===== config.mk =====
export PLATFORM = sky130hd
export DESIGN_NAME = video_timing_tx
export DESIGN_NICKNAME = d
export VERILOG_FILES = /design/src/rtl/video_timing_tx.sv
export SDC_FILE = /design/constraint.sdc
export NUM_CORES = 1
export LEC_CHECK = 0
export CAP_MARGIN = 20
export CORE_MARGIN = 2
export CORE_UTILIZATION = 25
export CTS_CLUSTER_SIZE = 10
export DETAILED_ROUTE_END_ITERATION = 6
export SYNTH_ARGS = -nofsm -noshare
export SYNTH_HDL_FRONTEND = slang
export SYNTH_SLANG_ARGS = --single-unit

===== constraint.sdc =====
create_clock -name video_clk -period 2.2 [get_ports video_clk]
set_clock_uncertainty 0.05 [all_clocks]
set_input_delay 0.44 -clock video_clk [delete_from_list [all_inputs] [get_ports video_clk]]
set_output_delay 0.44 -clock video_clk [all_outputs]
set_load 0.005 [all_outputs]

===== src/rtl/video_timing_tx.sv =====
// VESA-style vs/hs/de timing generator pulling 24-bit pixels from an FWFT source.
// Optional macro TIMING_TX_PATTERN_EN replaces the pixel source with an 8-bar colour pattern.
module video_timing_tx #(
    parameter int          IMG_WIDTH     = 1280,
    parameter int          H_FP          = 110,
    parameter int          H_SYNC        = 40,
    parameter int          H_BP          = 220,
    parameter int          IMG_HEIGHT    = 720,
    parameter int          V_FP          = 5,
    parameter int          V_SYNC        = 5,
    parameter int          V_BP          = 20,
    parameter logic [23:0] UNDERFLOW_RGB = 24'hFF00FF
) (
    input  logic        video_clk,
    input  logic        rst_n,
    input  logic        en,
    input  logic [23:0] pix_data,
    input  logic        pix_valid,
    output logic        pix_req,
    output logic        video_vs,
    output logic        video_hs,
    output logic        video_de,
    output logic [23:0] video_data,
    output logic        frame_start,
    output logic        underflow
);

    // state | meaning
    // IDLE  | counters held at 0, no timing or pixel requests
    // RUN   | counters free-run; leaves only on the last clk of a frame
    typedef enum logic {IDLE, RUN} state_t;

    localparam logic [15:0] H_LAST   = 16'(IMG_WIDTH + H_FP + H_SYNC + H_BP - 1);
    localparam logic [15:0] V_LAST   = 16'(IMG_HEIGHT + V_FP + V_SYNC + V_BP - 1);
    localparam logic [15:0] H_ACT    = 16'(IMG_WIDTH);
    localparam logic [15:0] V_ACT    = 16'(IMG_HEIGHT);
    localparam logic [15:0] HS_START = 16'(IMG_WIDTH + H_FP);
    localparam logic [15:0] HS_END   = 16'(IMG_WIDTH + H_FP + H_SYNC);
    localparam logic [15:0] VS_START = 16'(IMG_HEIGHT + V_FP);
    localparam logic [15:0] VS_END   = 16'(IMG_HEIGHT + V_FP + V_SYNC);

    state_t      state_q, state_d;
    logic [15:0] h_cnt_q, h_cnt_d;
    logic [15:0] v_cnt_q, v_cnt_d;
    logic        vs_q, vs_d;
    logic        hs_q, hs_d;
    logic        de_q, de_d;
    logic [23:0] data_q, data_d;
    logic        frame_start_q, frame_start_d;
    logic        underflow_q, underflow_d;

    logic        run;
    logic        de_n;
    logic        miss;
    logic [23:0] pix_sel;

    always_comb begin
        state_d = state_q;
        h_cnt_d = h_cnt_q;
        v_cnt_d = v_cnt_q;
        case (state_q)
            IDLE: begin
                h_cnt_d = '0;
                v_cnt_d = '0;
                if (en) state_d = RUN;
            end
            RUN: begin
                if (h_cnt_q == H_LAST) begin
                    h_cnt_d = '0;
                    if (v_cnt_q == V_LAST) begin
                        v_cnt_d = '0;
                        if (!en) state_d = IDLE;
                    end else begin
                        v_cnt_d = v_cnt_q + 16'd1;
                    end
                end else begin
                    h_cnt_d = h_cnt_q + 16'd1;
                end
            end
            default: state_d = IDLE;
        endcase
    end

    assign run  = (state_q == RUN);
    assign de_n = run && (h_cnt_q < H_ACT) && (v_cnt_q < V_ACT);

`ifdef TIMING_TX_PATTERN_EN
    localparam logic [15:0] BAR_W = 16'(IMG_WIDTH / 8);
    logic [15:0] bar_idx;

    assign bar_idx = h_cnt_q / BAR_W;
    assign pix_req = 1'b0;
    assign miss    = 1'b0;

    always_comb begin
        pix_sel = 24'h000000;
        case (bar_idx[2:0])
            3'd0: pix_sel = 24'hFFFFFF;
            3'd1: pix_sel = 24'hFFFF00;
            3'd2: pix_sel = 24'h00FFFF;
            3'd3: pix_sel = 24'h00FF00;
            3'd4: pix_sel = 24'hFF00FF;
            3'd5: pix_sel = 24'hFF0000;
            3'd6: pix_sel = 24'h0000FF;
            default: pix_sel = 24'h000000;
        endcase
    end
`else
    assign pix_req = de_n;
    assign miss    = de_n && !pix_valid;
    assign pix_sel = pix_valid ? pix_data : UNDERFLOW_RGB;
`endif

    // Set wins over the frame-start clear so a missing first pixel is still flagged.
    always_comb begin
        hs_d          = run && (h_cnt_q >= HS_START) && (h_cnt_q < HS_END);
        vs_d          = run && (v_cnt_q >= VS_START) && (v_cnt_q < VS_END);
        de_d          = de_n;
        data_d        = de_n ? pix_sel : 24'h000000;
        frame_start_d = de_n && (h_cnt_q == 16'd0) && (v_cnt_q == 16'd0);
        underflow_d   = (frame_start_d ? 1'b0 : underflow_q) | miss;
    end

    always_ff @(posedge video_clk or negedge rst_n) begin
        if (!rst_n) begin
            state_q       <= IDLE;
            h_cnt_q       <= '0;
            v_cnt_q       <= '0;
            vs_q          <= 1'b0;
            hs_q          <= 1'b0;
            de_q          <= 1'b0;
            data_q        <= '0;
            frame_start_q <= 1'b0;
            underflow_q   <= 1'b0;
        end else begin
            state_q       <= state_d;
            h_cnt_q       <= h_cnt_d;
            v_cnt_q       <= v_cnt_d;
            vs_q          <= vs_d;
            hs_q          <= hs_d;
            de_q          <= de_d;
            data_q        <= data_d;
            frame_start_q <= frame_start_d;
            underflow_q   <= underflow_d;
        end
    end

    assign video_vs    = vs_q;
    assign video_hs    = hs_q;
    assign video_de    = de_q;
    assign video_data  = data_q;
    assign frame_start = frame_start_q;
    assign underflow   = underflow_q;

endmodule

### Word level (Yosys, flattened, before mapping)

Index checks and enable logic that the tools add are counted.

| storage, ports and cells | value |
|---|---|
| register bits | 62 |
| latch bits | 0 |
| memory bits (writable) | 0 |
| bits in read-only memories | 0 |
| input bits | 28 |
| output and inout bits | 30 |
| logic and storage cells | 46 |
| memories kept | 0 |

| cells by class | value |
|---|---|
| add/sub/neg operators | 2 |
| multiply operators | 0 |
| divide/modulo/power cells | 0 |
| magnitude comparators | 6 |
| eq/ne operators | 3 |
| shift operators | 0 |
| multiplexer cells | 12 |
| bitwise logic cells | 2 |
| reductions and logical operators | 12 |

Operators by type and width:

| operator | count |
|---|---|
| one-hot mux 16 bit (2 select lines) | 2 |
| two-way mux 16 bit | 3 |
| two-way mux 24 bit | 2 |
| adder 16 x 1 -> 16 bit (second input constant) | 2 |
| zero test 16 bit | 2 |
| < comparator 16 x 10 -> 1 bit (second input constant) | 2 |
| < comparator 16 x 11 -> 1 bit (second input constant) | 2 |
| equality test 16 x 10 -> 1 bit (second input constant) | 1 |
| equality test 16 x 11 -> 1 bit (second input constant) | 1 |
| greater-or-equal comparator 16 x 10 -> 1 bit (second input constant) | 1 |
| greater-or-equal comparator 16 x 11 -> 1 bit (second input constant) | 1 |
| logical AND 1 bit | 9 |
| two-way mux 1 bit | 4 |
| != test 2 x 1 -> 1 bit (second input constant) | 1 |
| one-hot mux 1 bit (2 select lines) | 1 |
| zero test 1 bit | 1 |
| inverter 1 bit | 1 |
| OR 1 bit | 1 |

### Logic depth before layout (Yosys ltp)

Gate-level depths: netlist (run 1).

| logic depth | value |
|---|---|
| depth after elaboration | 7 |
| mapped depth | 8 |
| mapped depth without buffers | 7 |

### Worst setup path before layout (run 1)

Ideal clock, no wire load.

| timing path | value |
|---|---|
| kind | reg-to-reg |
| start | register v_cnt_q[13] |
| end | register v_cnt_q[12] |
| library setup time | 0.141 ns |
| arrival time | 1.936 ns |
| data required time | 2.009 ns |
| path slack | 0.073 ns |
| cell stages (with the launch flop) | 7 |
| path buffers | 2 |
| clock period less this slack | 2.127 ns |
| path through | dfrtp_1 or4_1 buf_6 o41ai_4 or2_1 buf_6 o31ai_2 |

| between the ends | value |
|---|---|
| cells in the longest elaborated chain, start to end | 4 |

RTL lines:

| what | RTL line | source |
|---|---|---|
| from (decl) | 44 | `logic [15:0] v_cnt_q, v_cnt_d;` |
| from (signal assigned) | 138 | `v_cnt_q <= v_cnt_d;` |
| equality test 16 x 10 -> 1 bit | 70 | `if (v_cnt_q == V_LAST) begin` |
| two-way mux 16 bit | 70 |  |
| two-way mux 16 bit | 68 | `if (h_cnt_q == H_LAST) begin` |
| one-hot mux 16 bit (2 select lines) | 61 | `case (state_q)` |

No other way between the ends. The select of a mux whose other input is x is not followed.
A chain may end at the register's enable or synchronous reset.

### Worst setup path after layout (run 1)

| timing path | value |
|---|---|
| start | register h_cnt_q[11] |
| end | output pix_req |

| between the ends | value |
|---|---|
| cells in the longest elaborated chain, start to end | 3 |

RTL lines:

| what | RTL line | source |
|---|---|---|
| from (decl) | 43 | `logic [15:0] h_cnt_q, h_cnt_d;` |
| from (signal assigned) | 137 | `h_cnt_q <= h_cnt_d;` |
| < comparator 16 x 11 -> 1 bit | 85 | `assign de_n = run && (h_cnt_q < H_ACT) && (v_cnt_q < V_ACT);` |
| logical AND 1 bit (2 in series) | 85 |  |
| to (decl) | 19 | `output logic pix_req,` |

No other way between the ends.

==> impl_metrics.tcl, run 1 <==
set metrics [dict create \
    outcome "finished, violations left" \
    violations "setup timing" \
    die_h_um 116 \
    firstDrtPassIters 4 \
    grt_pass1_wl_um 12800 \
    timing.rr.end "v_cnt_q[11]" \
    p_leak_nw 1.96 \
    core_um2 12500 \
    grt_max_degree 63 \
    worstPathCellList "or4_4 > nor3b_2 > nand4_1 > inv_1 > buf_2" \
    rows 41 \
    worstPathArrival_ps 1790 \
    routedWlPerCell_um 13.5 \
    gp_congestion 0.861 \
    worstSetupPathType "reg -> out" \
    slew_headroom 0.666 \
    n_antenna_cell 0 \
    n_fill_cell 1251 \
    drt_iter0_markers 152 \
    fin_nets 442 \
    critPathCapture "pix_req" \
    syn_nets 351 \
    holdBufCountCts 0 \
    viasPerCell 4.49 \
    synth_xor_area_frac 0.0388 \
    worstSetupStartpointType "register" \
    cpPeakStageDelay_ps 560 \
    ys_warn_count 0 \
    htree_levels 3 \
    hpwl_um 5450 \
    synth_top_family_by_area "simple AND/OR/NAND/NOR gates" \
    timing.final.crit_period_ps 2280 \
    max_freq_mhz 439 \
    vias 2624 \
    stdcell_count 584 \
    synth_fa_ha_area_frac 0.0277 \
    clkTransAtPathRegs_ps 50 \
    drc 0 \
    synth_compound_area_frac 0.140 \
    crit_fanout 2 \
    clkLatencyLatePin_ps 320 \
    cts_buffer_depth 2 \
    synth_mux_area_frac 0 \
    ant_nets 0 \
    synth_cell_types 49 \
    grt_pass1_vias 2563 \
    r2r_slack_ps -30 \
    crit_start "h_cnt_q[11]" \
    finalSetupViolCount 5 \
    die_area_um2 13500 \
    syn2layout_area_growth_pct 41.5 \
    clock_sinks 62 \
    total_power_mw 2.64 \
    dp.cells 562 \
    rr_worst_depth 6 \
    drv_cap 0 \
    synth_edf_count 0 \
    rsz0062_at_grt "true" \
    cts_tree "yes" \
    reg2reg_from "h_cnt_q[11]" \
    syn-cell-area_um2 3160 \
    drive_gt1_frac 0.204 \
    async_reset_ff_frac 1.00 \
    hold_viol 0 \
    synthCells 316 \
    die_w_um 116 \
    worstPathRequired_ps 1710 \
    cts_root_buffer "clkbuf_16" \
    ys_ff_latch 62 \
    hold_ws_ps 61.9 \
    finalWorstSetupSlack_ps -78.3 \
    worst_pin_slew_ps 496 \
    yosys.area_share.simple 0.216 \
    power_density_nw_per_um2 591 \
    hold_path_class "in -> async" \
    syn-mean-instance-area_um2 9.99 \
    numCtsBuffers 9 \
    track_usage 0.121 \
    period_share 1.04 \
    io_buffers 57 \
    critPathSlowestCell "or4_4" \
    routed_wl_um 7860 \
    endpoint_kind "primary output" \
    irDropWorstVdd_v 0.000418 \
    io-pin-count 58 \
    seq_area_frac_synth 0.491 \
    antenna_found_initial 0 \
    maxSlewViolCount 0 \
    gr-total-overflow 0 \
    synthFlopType "dfrtp_1" \
    start_util 0.253 \
]
[critical path: cells and delay by family (launching register included)]
kind / cells / cell delay (ps)
DFF: 1 / 370
and+or+nand+nor: 3 / 880
buffers and inverters: 2 / 210
[cell type report]
| type | count | area (um2) | area share |
|---|---|---|---|
| clock buffer | 11 | 253 | 0.0566 |
| sequential | 62 | 1550 | 0.347 |
| timing repair buffer | 100 | 915 | 0.205 |
| clock inverter | 5 | 33.8 | 0.00756 |
| multi-input combinational | 207 | 1400 | 0.313 |
| inverter | 27 | 101 | 0.0227 |
| tap | 172 | 215 | 0.0482 |
[sequential cells by signal (all words and copies together) (netlist names)]
signal       flops
frame_start      1
h_cnt_q         16
run              1
underflow        1
v_cnt_q         16
video_data      24
video_de         1
video_hs         1
video_vs         1
[logic make-up (layout without fill, tap and decap cells)]
kind of cell | count (synthesis) | in the layout
buf+inv | 47 | 143
xor+xnor | 14 | 14
flops | 62 | 62
fa+ha+maj | 7 | 7
compound gates | 63 | 63
simple gates | 123 | 123
[cell usage in the layout, fill, tap and decap left out, drive strengths merged, types with 6 or more instances in the layout]
master	n
dfrtp	62
clkdlybuf4s50	55
buf	45
nor2	36
inv	27
o21ai	18
a21oi	17
nand2	16
nand3	14
and3	12
clkbuf	11
nand4	10
xor2	8
ha	7
nor4	7
xnor2	6
[metrics by stage]
| stage | setup slack [ps] | util | instance area [um2] | setup TNS, ps |
|---|---|---|---|---|
| 3_5_place_dp | -198 | 0.326 | 4060 | -337 |
| 6_report | -78.3 | 0.358 | 4470 | -140 |
| 2_1_floorplan | 72.8 | - | 3160 | 0 |
| 3_3_place_gp | -134 | 0.326 | 4060 | -134 |
| 4_1_cts | -68.5 | 0.350 | 4360 | -68.5 |
| 5_1_grt | -180 | 0.358 | 4470 | -1020 |
[worst min-delay path by stage]
stage / end / cells after the start / from
floorplan: frame_start / 0 / rst_n
global placement: v_cnt_q[0] / 2 / rst_n
detailed placement: v_cnt_q[0] / 2 / rst_n
CTS: v_cnt_q[0] / 2 / rst_n
global route: v_cnt_q[0] / 2 / rst_n
finish: v_cnt_q[6] / 2 / rst_n
[power by group]
part	switching (mW)	internal (mW)	total, mW
combinational	0.0551	0.0929	0.148
sequential	0.00619	1.16	1.17
clock	0.502	0.820	1.32
[repair_timing]
action | CTS | global route
buffers inserted | 1 | 5
pin swaps | 5 | 20
resized for setup | 12 | 16
setup endpoints to repair | 7 | 14
[cell usage after synthesis (all sizes together), types with 3 or more instances]
library cell   n  share of area
o211ai         4         0.0095
a21oi         17          0.027
ha             7          0.028
nor2          36          0.043
and3          12          0.024
o31ai          4          0.016
nor3           5         0.0079
a21boi         5          0.012
xor2           8          0.022
nand3         14          0.022
or3            4         0.0079
inv           27          0.032
xnor2          6          0.017
nand4         10          0.020
a31oi          5         0.0099
clkbuf        11          0.016
nor4           7          0.023
o21ai         18          0.031
nand3b         4         0.0095
nand2         16          0.020
dfrtp         62           0.49
buf            7          0.017
or4            3         0.0083
[layer usage]
layer | share of wire | track usage | vias up
li1 | - | - | 1285
met1 | 0.45 | 0.152 | 1287
met2 | 0.50 | 0.200 | 45
met3 | 0.031 | 0.0317 | 7
met4 | 0.014 | 0.0452 | 0
met5 | 0 | 0 | -
Note: power is estimated with default switching activity, not from simulation.
==> run 2: changes to the inputs <==
==> constraint.sdc (replaced) <==
create_clock -name video_clk -period 2.2 [get_ports video_clk]
set_clock_uncertainty 0.05 [all_clocks]
set_input_delay 0.22 -clock video_clk [delete_from_list [all_inputs] [get_ports video_clk]]
set_output_delay 0.22 -clock video_clk [all_outputs]
set_load 0.01 [all_outputs]
==> impl_metrics.tcl, run 2 (synthesized netlist as in run 1, its figures left out) <==
set metrics [dict create \
    outcome "finished, final reports clean" \
    slew_headroom 0.676 \
    preCtsSetupSlack_ps 7.58 \
    hold_viol 0 \
    clkLatencyLatePin_ps 330 \
    n_antenna_cell 0 \
    numCtsBuffers 9 \
    cts_tree "yes" \
    layout.cells.most_common_list "62 x dfrtp_1, 55 x clkdlybuf4s50_1, 36 x nor2_1" \
    gp_congestion 0.880 \
    endpoint_kind "register" \
    irDropWorstVdd_v 0.000370 \
    stdcell_count 578 \
    viasPerCell 4.62 \
    worstSetupStartpointType "register" \
    crit_fanout 6 \
    gr-total-overflow 0 \
    power_density_nw_per_um2 630 \
    drt_iter0_markers 180 \
    htree_levels 3 \
    grt_pass1_vias 2598 \
    die_w_um 116 \
    drc 0 \
    drv_cap 0 \
    die_area_um2 13500 \
    worstPathRequired_ps 2400 \
    io_buffers 57 \
    core_um2 12500 \
    largest_reg_flops 24 \
    rsz0062_at_grt "true" \
    placed_cell_area_um2 4020 \
    routedWlPerCell_um 13.8 \
    period_share 0.974 \
    clkTransAtPathRegs_ps 50 \
    finalSetupViolCount 0 \
    ant_nets 0 \
    max_freq_mhz 466 \
    fin_area_um2 4380 \
    fin_nets 436 \
    worst_pin_slew_ps 481 \
    cts_root_buffer "clkbuf_16" \
    maxSlewViolCount 0 \
    dp.cells 559 \
    firstDrtPassIters 4 \
    antenna_found_initial 0 \
    cts_buffer_depth 2 \
    vias 2669 \
    die_h_um 116 \
    clock_sinks 62 \
    timing.final.crit_period_ps 2140 \
    start_util 0.253 \
    drive_gt1_frac 0.180 \
    grt_pass1_wl_um 12700 \
    routed_wl_um 7980 \
    grt_max_degree 26 \
    n_fill_cell 1245 \
    hold_path_class "in -> async" \
    track_usage 0.122 \
    io-pin-count 58 \
    worstPathArrival_ps 2340 \
    p_leak_nw 1.88 \
    rows 41 \
    final_common_cell "dfrtp_1" \
    finalWorstSetupSlack_ps 56.2 \
    hpwl_um 5740 \
    syn2layout_area_growth_pct 38.8 \
    worstSetupPathType "reg -> reg" \
]
run 2: cell types whose count changed in the layout (fill, tap and decap cells not counted), sizes merged:
cell,delta
buf,-7
inv,+1
clkbuf,-1
clkinv,-2
clkinvlp,+1
bufinv,+1
dlygate4sd3,+1
run 2: cell type report:
cell class / instances / area [um2] / share of cell area
repair buffers: 94 / 846 / 0.193
clock inverters: 6 / 70.1 / 0.0160
clock buffers: 10 / 239 / 0.0546
multi-input cells: 207 / 1360 / 0.310
flip-flops and latches: 62 / 1550 / 0.354
well taps: 172 / 215 / 0.0491
inverters: 27 / 101 / 0.0231
run 2: worst paths after layout:
| check | from | to | slack (ps) | cells after the start |
|---|---|---|---|---|
| min reg2reg | underflow | underflow | 460 | 2 |
| max in group asynchronous | rst_n | frame_start | 1140 | 3 |
| max | h_cnt_q[11] | v_cnt_q[8] | 60 | 5 |
| min | rst_n | v_cnt_q[1] | 300 | 2 |
| max reg2reg | h_cnt_q[11] | v_cnt_q[8] | 60 | 5 |
| min in group video_clk | pix_data[21] | video_data[21] | 380 | 3 |
run 2: what timing repair did:
item                                    CTS  global route
hold buffers                              1             0
buffers inserted                          0             1
gates cloned                              0             1
pin swaps                                 1             4
resized for setup                        10             8
endpoints found under the setup margin    4            14
endpoints found under the hold margin    14             0
run 2: layer usage:
metal  track usage  wire (um)  vias up
met5             0          0        -
met4        0.0460         96        0
met3        0.0322        346        8
met2         0.203       4110       72
met1         0.151       3430     1312
li1              -          -     1277
run 2: stage by stage:
stage	total power, mW	hold slack (ps)	utilization	setup TNS, ps
3_3_place_gp	1.35	118	0.323	0
3_5_place_dp	1.35	120	0.323	0
2_1_floorplan	1.22	-126	-	0
4_1_cts	2.81	298	0.350	-10.9
6_report	2.76	301	0.351	0
5_1_grt	2.87	327	0.351	-7.83
run 2: worst max-delay path, cell delays in order, from the launching register on:
cell and delay [ps]:
dfrtp_1 370, or4_4 570, nor4_4 220, nand2_2 160, or4_1 530, a21boi_1 160
run 2: power breakdown:
group,switching [mW],internal [mW]
logic,0.0640,0.0930
registers,0.00597,1.16
clock network,0.523,0.912
total,0.593,2.17
